===== config.mk =====
export PLATFORM = sky130hd
export DESIGN_NAME = gcd_scheduler
export DESIGN_NICKNAME = d
export VERILOG_FILES = /design/src/rtl/gcd_pkg.sv /design/src/rtl/gcd_scheduler_rr_pick.sv /design/src/rtl/gcd_scheduler.sv
export SDC_FILE = /design/constraint.sdc
export NUM_CORES = 1
export LEC_CHECK = 0
export ABC_CLOCK_PERIOD_IN_PS = 5030
export CAP_MARGIN = 5
export CORE_AREA = 2 2 155 157
export CTS_CLUSTER_DIAMETER = 100
export DETAILED_ROUTE_END_ITERATION = 10
export DIE_AREA = 0 0 157 159
export GPL_TIMING_DRIVEN = 0
export PLACE_DENSITY_LB_ADDON = 0.15
export SETUP_SLACK_MARGIN = 0.15
export SYNTH_ARGS = -nofsm -noshare
export SYNTH_HDL_FRONTEND = slang
export SYNTH_SLANG_ARGS = --single-unit

===== constraint.sdc =====
create_clock -name clk -period 5.03 [get_ports clk]
set_input_delay 0.503 -clock clk [delete_from_list [all_inputs] [get_ports clk]]
set_output_delay 0.503 -clock clk [all_outputs]
set_load 0.005 [all_outputs]

===== src/rtl/gcd_pkg.sv =====
// rtl/gcd_pkg.sv - shared types and defaults for the gcd scheduler
package gcd_pkg;

  typedef enum logic [1:0] {
    ARB   = 2'd0,
    START = 2'd1,
    WAIT  = 2'd2,
    RESP  = 2'd3
  } sched_state_t;

  localparam int NREQ_DEF  = 4;
  localparam int NBITS_DEF = 32;

endpackage


===== src/rtl/gcd_scheduler_rr_pick.sv =====
// rtl/gcd_scheduler_rr_pick.sv - combinational round-robin picker
// Searches last_id+1, last_id+2, ... modulo NREQ and returns the first set request.
module rr_pick import gcd_pkg::*; #(
  parameter  int NREQ = NREQ_DEF,
  localparam int IDW  = $clog2(NREQ)
) (
  input  logic [NREQ-1:0] req,
  input  logic [IDW-1:0]  last_id,
  output logic            any,
  output logic [IDW-1:0]  grant_id,
  output logic [NREQ-1:0] grant_oh
);

  logic [IDW-1:0] idx;

  always_comb begin
    any      = 1'b0;
    grant_id = '0;
    grant_oh = '0;
    idx      = '0;
    for (int k = 1; k <= NREQ; k++) begin
      idx = IDW'((int'(last_id) + k) % NREQ);
      if (!any && req[idx]) begin
        any      = 1'b1;
        grant_id = idx;
      end
    end
    grant_oh[grant_id] = any;
  end

endmodule


===== src/rtl/gcd_scheduler.sv =====
// rtl/gcd_scheduler.sv - shares one gcd engine among NREQ requesters
// Round-robin grant, operand capture, engine start/done sequencing, tagged response.
module gcd_scheduler import gcd_pkg::*; #(
  parameter  int NREQ  = NREQ_DEF,
  parameter  int NBITS = NBITS_DEF,
  localparam int IDW   = $clog2(NREQ)
) (
  input  logic                  clk,
  input  logic                  reset,
  input  logic [NREQ-1:0]       req,
  input  logic [NREQ*NBITS-1:0] a_in,
  input  logic [NREQ*NBITS-1:0] b_in,
  output logic [NREQ-1:0]       ack,
  output logic                  rsp_valid,
  output logic [IDW-1:0]        rsp_id,
  output logic [NBITS-1:0]      rsp_data,
  output logic                  busy,
  output logic                  gcd_start,
  output logic [NBITS-1:0]      gcd_a,
  output logic [NBITS-1:0]      gcd_b,
  input  logic [NBITS-1:0]      gcd_result,
  input  logic                  gcd_done
);

  sched_state_t     state_q;
  logic [IDW-1:0]   last_id_q, cur_id_q, rsp_id_q;
  logic [NBITS-1:0] gcd_a_q, gcd_b_q, rsp_data_q;
  logic             start_q, rsp_valid_q, busy_q;

  logic             any;
  logic [IDW-1:0]   grant_id;
  logic [NREQ-1:0]  grant_oh;
  logic [NBITS-1:0] a_slice [NREQ];
  logic [NBITS-1:0] b_slice [NREQ];

  for (genvar g = 0; g < NREQ; g++) begin : g_slice
    assign a_slice[g] = a_in[g*NBITS +: NBITS];
    assign b_slice[g] = b_in[g*NBITS +: NBITS];
  end

  rr_pick #(.NREQ(NREQ)) u_pick (
    .req      (req),
    .last_id  (last_id_q),
    .any      (any),
    .grant_id (grant_id),
    .grant_oh (grant_oh)
  );

  // Requests are only honoured while idle; ack is the picker's grant in that cycle.
  assign ack = (state_q == ARB) ? grant_oh : '0;

  always_ff @(posedge clk or posedge reset) begin
    if (reset) begin
      state_q     <= ARB;
      last_id_q   <= IDW'(NREQ-1);
      cur_id_q    <= '0;
      gcd_a_q     <= '0;
      gcd_b_q     <= '0;
      rsp_data_q  <= '0;
      rsp_id_q    <= '0;
      start_q     <= 1'b0;
      rsp_valid_q <= 1'b0;
      busy_q      <= 1'b0;
    end else begin
      start_q     <= 1'b0;
      rsp_valid_q <= 1'b0;
      case (state_q)
        ARB: begin
          if (any) begin
            gcd_a_q   <= a_slice[grant_id];
            gcd_b_q   <= b_slice[grant_id];
            cur_id_q  <= grant_id;
            last_id_q <= grant_id;
            start_q   <= 1'b1;
            busy_q    <= 1'b1;
            state_q   <= START;
          end
        end
        START: state_q <= WAIT;
        WAIT: begin
          if (gcd_done) begin
            rsp_data_q  <= gcd_result;
            rsp_id_q    <= cur_id_q;
            rsp_valid_q <= 1'b1;
            state_q     <= RESP;
          end
        end
        RESP: begin
          busy_q  <= 1'b0;
          state_q <= ARB;
        end
        default: state_q <= ARB;
      endcase
    end
  end

  assign rsp_valid = rsp_valid_q;
  assign rsp_id    = rsp_id_q;
  assign rsp_data  = rsp_data_q;
  assign busy      = busy_q;
  assign gcd_start = start_q;
  assign gcd_a     = gcd_a_q;
  assign gcd_b     = gcd_b_q;

endmodule


---- Word level (Yosys, flattened, before mapping) ----
Cells that the tools add are included.
storage, ports and cells
  register bits ........................... 107
  bits of input ports ..................... 295
  output and inout bits ................... 105
  logic and storage cells ................. 75
cells by class
  add/sub/neg operators ................... 4
  magnitude comparators ................... 7
  eq/ne operators ......................... 5
  multiplexer cells ....................... 34
  bitwise logic cells ..................... 2
  reduce and logical (&&, ||, !) cells .... 13
operator list
  kind                                                               count
  binary-select mux 32 bit (select 2 bit)                            2
  2-to-1 mux 32 bit                                                  4
  less-than comparator 2 x 3 -> 1 bit, second input constant         5
  2-to-1 mux 1 bit                                                   14
  2-to-1 mux 2 bit                                                   6
  binary-select mux 1 bit (select 2 bit)                             4
  case mux 2 bit (4 select lines)                                    1
  AND reduction 2 bit                                                4
  adder 2 x 1 -> 2 bit, second input constant                        2
  adder 2 bit, second input constant                                 2
  AND 4 bit                                                          1
  equality test 2 bit, second input constant                         2
  logical AND 1 bit                                                  4
  2-to-1 mux 4 bit                                                   1
  inequality test 2 bit, second input constant                       2
  greater-or-equal comparator 3 bit, second input constant           1
  zero test 1 bit                                                    3
  NOT 2 -> 3 bit                                                     1
  demux 1 bit (select 2 bit)                                         1
  equality test 2 x 1 -> 1 bit, second input constant                1
  greater-or-equal comparator 2 x 1 -> 1 bit, second input constant  1
  zero test 2 bit                                                    1
  case mux 1 bit (2 select lines)                                    1
  nonzero test 2 bit                                                 1

---- Depth between registers and ports, before layout ----
Gate-level depths: netlist (run 1).
  word-level depth ........................ 19
  mapped depth ............................ 8
  depth with buffers taken out ............ 7

---- Hierarchy ----
A second synthesis (run 1) with hierarchy kept.
second synthesis, totals
  cells, all modules ...................... 499
  area total of the unflattened synthesis .. 6044.5 um^2
modules (own cells, without submodules)
  module         instances  cells each  area an instance (um^2)  sequential area each (um^2)
  gcd_scheduler  1          469         5843.1                   2680.1
  rr_pick        1          30          201.4                    0.0

---- Worst setup path after synthesis (run 1) ----
Ideal clock, no wire load.
  kind .................................... input port to output port
  start point ............................. in req[0]
  end point ............................... out ack[3]
  arrival time ............................ 1.841 ns
  required time ........................... 4.527 ns
  path slack .............................. 2.686 ns
  stages on the path ...................... 6
  path buffers ............................ 2
  cell sequence ........................... buf_6 or2_4 a22o_1 a221o_1 buf_2 nor3_1
between the ends
  longest elaborated chain between the ends .. 18
  elaborated cells between the ends (all ways) .. 29
  classes of those cells .................. order compare (2); mux (19); bitwise (1); reduce/logical (7)
RTL lines
  what                                                                                                                     line                         RTL
  start: declaration                                                                                                       gcd_scheduler.sv:10          input logic [NREQ-1:0] req,
  binary-select mux 1 bit (select 2 bit)                                                                                   gcd_scheduler_rr_pick.sv:23  if (!any && req[idx]) begin
  2-to-1 mux 1 bit (implied by the code)                                                                                   gcd_scheduler_rr_pick.sv:23
  2-to-1 mux 1 bit                                                                                                         gcd_scheduler_rr_pick.sv:23
  zero test 1 bit                                                                                                          gcd_scheduler_rr_pick.sv:23
  logical AND 1 bit                                                                                                        gcd_scheduler_rr_pick.sv:23
  2-to-1 mux 1 bit                                                                                                         gcd_scheduler_rr_pick.sv:23
  zero test 1 bit                                                                                                          gcd_scheduler_rr_pick.sv:23
  logical AND 1 bit                                                                                                        gcd_scheduler_rr_pick.sv:23
  [... 2 more ...]                                                                                                         n/a
  logical AND 1 bit                                                                                                        gcd_scheduler_rr_pick.sv:23
  2-to-1 mux 2 bit                                                                                                         gcd_scheduler_rr_pick.sv:23
  less-than comparator 2 x 3 -> 1 bit (implied by the code) or greater-or-equal comparator 2 x 1 -> 1 bit (tied branches)  gcd_scheduler_rr_pick.sv:28  grant_oh[grant_id] = any;
  logical AND 1 bit (implied by the code)                                                                                  gcd_scheduler_rr_pick.sv:28
  2-to-1 mux 1 bit (implied by the code)                                                                                   gcd_scheduler_rr_pick.sv:28
  demux 1 bit (select 2 bit)                                                                                               n/a
  AND 4 bit (no line) (*)                                                                                                  n/a
  2-to-1 mux 4 bit (*)                                                                                                     gcd_scheduler.sv:50          assign ack = (state_q == ARB) ? grant_oh : '0;
  end: declaration                                                                                                         gcd_scheduler.sv:13          output logic [NREQ-1:0] ack,
Every way passes the cells marked *; elsewhere a longest branch is shown, timed or not. The select of a mux whose other input is x is not followed.

---- Worst setup path after layout (run 1) ----
  start point ............................. in req[3]
  end point ............................... out ack[2]
Same word-level chain as after synthesis.

==> results.sh, run 1 <==
export IMPL_synth_cell_types=38
export IMPL_firstDrtPassIters=4
export IMPL_hold_path_end="cur_id_q[1]$_DFFE_PP0P_"
export IMPL_placed_cells=1313
export IMPL_fin_cells=1331
export IMPL_power_leakage_nw=4.362
export IMPL_postCtsSetupBuffers=0
export IMPL_ys_warn_count=0
export IMPL_boundaryPins=400
export IMPL_synth_top_area_share_pct=43.40
export IMPL_clk_path_buf_depth=2
export IMPL_clock_sinks=107
export IMPL_hold_depth=2
export IMPL_r2r_slack_ns=2.38
export IMPL_arrival_ns=3.12
export IMPL_layout_setup_ws_ns=1.409
export IMPL_min_period_ns=3.621
export IMPL_grt_pass1_vias=6748
export IMPL_total_power_mw=5.543
export IMPL_wl_per_cell_um=19.78
export IMPL_drive_gt1_share_pct=8.416
export IMPL_worst_pin_slew_ns=1.263
export IMPL_reg2reg_to="gcd_a[24]$_DFFE_PP0P_"
export IMPL_cap_violations=0
export IMPL_min_from="cur_id_q[1]$_DFFE_PP0P_"
export IMPL_clk_pin_slew_ns=0.08
export IMPL_cts_made_buffers=9
export IMPL_status="finished, final reports clean"
export IMPL_dp_slack_ns=1.382
export IMPL_vdd_ir_drop_worst_v=0.0001849
export IMPL_synth_seq_area_share_pct=44.27
export IMPL_period_share_pct=71.99
export IMPL_max_slew_margin_pct=15.53
export IMPL_layout_area_overhead_vs_synth_pct=77.72
export IMPL_cts_root_buf="clkbuf_16"
export IMPL_initial_utilization_pct=26.11
export IMPL_grt_max_degree=70
export IMPL_drv_slew=0
export IMPL_tns_ns=0
export IMPL_grt_first_pass_wirelength_mm=39.85
export IMPL_nNetsFinal=1303
export IMPL_die_h_um=159
export IMPL_cts_tree="yes"
export IMPL_cts_resized=0
export IMPL_crit_fanout=10
export IMPL_crit_path_end_kind="output pin"
export IMPL_die_x_um=157
export IMPL_hold_class="register to register"
export IMPL_synth_seq_cells=107
export IMPL_finalSetupViolCount=0
export IMPL_port_buffers=398
export IMPL_antenna_found_initial=1
export IMPL_drc=0
export IMPL_rows=56
export IMPL_skew_ns=0.01201
export IMPL_routed_wl_mm=26.33
export IMPL_grtUsageTotal_pct=20.91
export IMPL_ys_flop_type="dfrtp_1"
export IMPL_htree_levels=3
export IMPL_gr_total_overflow=0
export IMPL_vias=6464
export IMPL_ys_async_sr_fraction_pct=100.0
export IMPL_netlist_top_cells_area="dfrtp_1 43%, mux2i_1 11%, a221oi_1 7.2%"
export IMPL_syn_nets=893
export IMPL_viasPerCell=4.856
export IMPL_placed_area_um2=10470
export IMPL_syn_area_um2=6055
export IMPL_syn_avg_cell_area_um2=10.18
export IMPL_synthTopCellsByCount="105 x dfrtp_1, 70 x nor2_1, 66 x o22ai_1, 64 x mux2i_1, 54 x o21ai_1"
export IMPL_finalHoldWorstSlack_ns=0.4883
export IMPL_critPathKind="primary input to output pin"
export IMPL_design_area_um2=10760
export IMPL_worst_ep_required_time_ns=4.53
export IMPL_design_core_area_um2=23190
export IMPL_cp_start_kind="primary input"
export IMPL_synth_edf_count=0
export IMPL_r2r_cells=6
export IMPL_dieArea_um2=24960
export IMPL_first_iter_violations=339
export IMPL_hold_viol=0
export IMPL_antenna_left=0
export IMPL_post_synth_top_count_cell="dfrtp_1"
export IMPL_hold_buffers=0
export IMPL_synth_top_area_cell="dfrtp_1"
export IMPL_worstReg2RegStart="last_id_q[1]$_DFFE_PP1P_"
export IMPL_syn_instance_count=595
export IMPL_globalplace_congestion=0.8027
export IMPL_dp_hpwl_mm=20.76
export IMPL_grt_setup_unrepaired="no"
export IMPL_clk_latency_ns=0.36
export IMPL_power_density_nw_per_um2=515.1
export IMPL_final_util_pct=46.40
export IMPL_fmax_mhz=276.2
==> flip-flops by register name, summed over array words and instances, names as in the netlist <==
register and flops:
busy 1, cur_id_q 2, gcd_a 32, gcd_b 32, gcd_start 1, last_id_q 2, rsp_data 32, rsp_id 2
rsp_valid 1, state_q 2
==> placed cells by master (no fill, tap or decap), types with 2 or more instances in the layout <==
master,count
and2_1,2
dfrtp_1,105
mux2_2,34
ha_1,3
a21oi_1,7
buf_6,8
dfstp_2,2
buf_2,11
clkbuf_16,9
o211a_1,14
o21ai_1,54
clkbuf_1,34
nor3_1,2
inv_2,3
a221oi_1,50
o22ai_1,66
o21ai_0,15
a221oi_4,2
inv_1,7
inv_6,2
nand2_1,7
and3_1,2
mux2i_1,64
inv_8,2
a211oi_1,14
clkinvlp_4,2
nor2_1,70
diode_2,2
nand2b_1,3
clkdlybuf4s50_1,398
buf_4,2
==> worst max-delay path, cell delays in order <==
cell	delay (ns)
clkdlybuf4s50_1	0.42
buf_2	0.20
nand2_1	0.19
a21oi_1	0.13
a221oi_4	0.45
buf_6	0.26
buf_4	0.24
and3_1	0.18
clkdlybuf4s50_1	0.53
==> worst max path at each step <==
stage | from | endpoint | slack (ns) | depth (start not counted)
3_5_place_dp | req[3] | ack[2] | 1.38 | 9
5_1_grt | req[3] | ack[2] | 1.26 | 9
2_1_floorplan | reset | busy$_DFFE_PP0P_ | 1.71 | 1
4_1_cts | req[3] | ack[2] | 1.36 | 9
3_3_place_gp | reset | gcd_b[29]$_DFFE_PP0P_ | -0.37 | 2
6_report | req[3] | ack[2] | 1.41 | 9
==> layer usage <==
layer	vias to the layer above	global-route usage, %	wire [µm]
li1	3113	-	-
met2	248	36.46	13050
met3	24	5.117	1784
met4	0	5.838	514
met1	3079	25.48	10980
met5	-	0	0
==> final cells by class <==
| type | instances | area [µm²] |
|---|---|---|
| antenna | 2 | 5.005 |
| buffer | 55 | 287.8 |
| clock buffer | 9 | 225.2 |
| clock inverter | 7 | 60.06 |
| fill | 2270 | 12430 |
| inverter | 11 | 46.29 |
| multi-input combinational | 422 | 3045 |
| sequential | 107 | 2680 |
| tap | 319 | 399.1 |
| timing repair buffer | 399 | 4011 |
==> where the power goes <==
part,switching (mW),total (mW),internal [mW]
sequential,0.262,1.55,1.29
clock,0.364,0.710,0.346
combinational,1.55,3.28,1.73
total,2.18,5.54,3.37
==> cell families (layout without fill, tap and decap cells) <==
| logic type | after synthesis | after routing | share of synthesized area, % |
|---|---|---|---|
| flip-flops | 107 | 107 | 44.27 |
| AO/OA/AOI/OAI | 231 | 231 | 26.58 |
| AND/OR/NAND/NOR | 90 | 90 | 6.200 |
| other | 0 | 2 | 0 |
| buffers and inverters | 66 | 481 | 5.435 |
| adder cells (fa/ha/maj) | 3 | 3 | 0.6200 |
| multiplexers | 98 | 98 | 16.90 |
Note: power is estimated with default switching activity, not from simulation.
==> run 2, diff against run 1 <==
Settings changed: ABC_CLOCK_PERIOD_IN_PS 5030 to 3200, CORE_AREA 2 2 155 157 to 2 2 156 158, DIE_AREA 0 0 157 159 to 0 0 158 160.
Clock period 5.03 ns to 3.2 ns, I/O delays scaled along.
==> results.sh, run 2 (same netlist as run 1, synthesis figures left out) <==
export IMPL_status="finished, final reports clean"
export IMPL_hold_class="primary input to async pin"
export IMPL_cap_violations=0
export IMPL_first_iter_violations=280
export IMPL_min_period_ns=2.841
export IMPL_port_buffers=398
export IMPL_vias=6491
export IMPL_grt_first_pass_wirelength_mm=39.10
export IMPL_cp_start_kind="primary input"
export IMPL_worst_pin_slew_ns=1.235
export IMPL_period_share_pct=88.78
export IMPL_initial_utilization_pct=25.42
export IMPL_grt_pass1_vias=6559
export IMPL_crit_path_end_kind="output pin"
export IMPL_crit_fanout=10
export IMPL_met1_length_mm=10.79
export IMPL_arrival_ns=2.52
export IMPL_power_density_nw_per_um2=810.9
export IMPL_wl_met3_mm=1.777
export IMPL_skew_ns=0.009861
export IMPL_die_h_um=160
export IMPL_clock_sinks=107
export IMPL_cts_tree="yes"
export IMPL_antenna_left=0
export IMPL_max_slew_margin_pct=17.43
export IMPL_finalHoldWorstSlack_ns=0.2457
export IMPL_dr_wl_met2_mm=12.93
export IMPL_cts_root_buf="clkbuf_16"
export IMPL_finalSetupViolCount=0
export IMPL_clk_path_buf_depth=2
export IMPL_drv_slew=0
export IMPL_dieArea_um2=25280
export IMPL_rows=57
export IMPL_drive_gt1_share_pct=9.261
export IMPL_hold_viol=0
export IMPL_cts_made_buffers=9
export IMPL_vdd_ir_drop_worst_v=0.0002621
export IMPL_placed_cells=1320
export IMPL_final_cell_mix="396 x clkdlybuf4s50_1, 105 x dfrtp_1, 70 x nor2_1"
export IMPL_design_core_area_um2=23820
export IMPL_grt_setup_unrepaired="no"
export IMPL_worst_ep_required_time_ns=2.88
export IMPL_grtUsageTotal_pct=20.37
export IMPL_fin_cells=1341
export IMPL_wl_per_cell_um=19.52
export IMPL_power_leakage_nw=4.433
export IMPL_grt_max_degree=36
export IMPL_fill_cells=2345
export IMPL_drc=0
export IMPL_dp_hpwl_mm=20.55
export IMPL_design_area_um2=10870
export IMPL_final_util_pct=45.63
export IMPL_fmax_mhz=352.0
export IMPL_layout_setup_ws_ns=0.3589
export IMPL_boundaryPins=400
export IMPL_gr_total_overflow=0
export IMPL_globalplace_congestion=0.8188
export IMPL_nNetsFinal=1308
export IMPL_viasPerCell=4.840
export IMPL_critPathKind="primary input to output pin"
export IMPL_antenna_found_initial=1
export IMPL_layout_commonest_cell="clkdlybuf4s50_1"
export IMPL_clk_latency_ns=0.37
export IMPL_die_x_um=158
export IMPL_routed_wl_mm=26.17
export IMPL_dp_slack_ns=-0.06200
export IMPL_layout_area_overhead_vs_synth_pct=79.52
export IMPL_dr_max_layer_used="met4"
export IMPL_firstDrtPassIters=4
export IMPL_clk_pin_slew_ns=0.09
export IMPL_placed_area_um2=10510
export IMPL_htree_levels=3
[run 2: cell types whose count changed in the layout (fill, tap and decap cells not counted), sizes merged]
cell	delta
clkdlybuf4s50	-2
dlygate4sd2	+1
clkinv	+1
buf	+5
inv	-1
dlymetal6s2s	+1
[run 2: worst paths after layout]
check / cells past startpoint / from / to / slack (ns)
max: 8 / req[3] / ack[0] / 0.36
min: 2 / reset / gcd_a[3]$_DFFE_PP0P_ / 0.25
max reg2reg: 6 / last_id_q[1]$_DFFE_PP1P_ / gcd_a[0]$_DFFE_PP0P_ / 0.55
min reg2reg: 2 / cur_id_q[1]$_DFFE_PP0P_ / cur_id_q[1]$_DFFE_PP0P_ / 0.49
max in group asynchronous: 4 / reset / gcd_a[18]$_DFFE_PP0P_ / 2.23
min in group clk: 5 / req[0] / busy$_DFFE_PP0P_ / 0.45
[run 2: repair_timing]
item | in CTS | in global routing
resized for setup | 8 | 4
hold buffers | 0 | 0
setup endpoints to repair | 3 | 3
buffers inserted | 2 | 2
cloned | 0 | 0
pin swaps | 2 | 1
[run 2: routing by layer]
metal / track usage, % / up-vias
met5: 0 / -
met2: 34.92 / 257
met4: 6.470 / 0
met1: 25.09 / 3074
li1: - / 3124
met3: 4.885 / 36
[run 2: where the power goes]
group / total [mW] / internal, mW / switching, mW
combinational: 5.21 / 2.76 / 2.44
clock: 1.17 / 0.557 / 0.616
sequential: 2.43 / 2.03 / 0.406
total: 8.81 / 5.35 / 3.46
[run 2: per-stage QoR]
step	TNS, ns	power (mW)
global placement	-0.08193	7.624
detailed placement	-0.1211	7.678
floorplan	0	5.098
finish	0	8.814
global route	0	9.479
CTS	0	8.917
[run 2: layout make-up]
type                       instances  area [µm²]  share of cell area, %
timing repair buffer             405        4075                  37.49
multi-input combinational        422        3052                  28.08
sequential                       107        2680                  24.66
tap                              324       405.4                  3.730
buffer                            54       304.0                  2.797
clock buffer                       9       225.2                  2.072
clock inverter                     7       77.57                 0.7137
inverter                          11       45.04                 0.4144
antenna                            2       5.005                0.04605
[run 2: critical path: stages]
cell	delay (ns)
clkdlybuf4s50_1	0.44
buf_6	0.16
nor2_2	0.24
o211ai_1	0.11
nand2_1	0.27
clkbuf_2	0.30
and2_1	0.16
clkdlybuf4s50_1	0.51
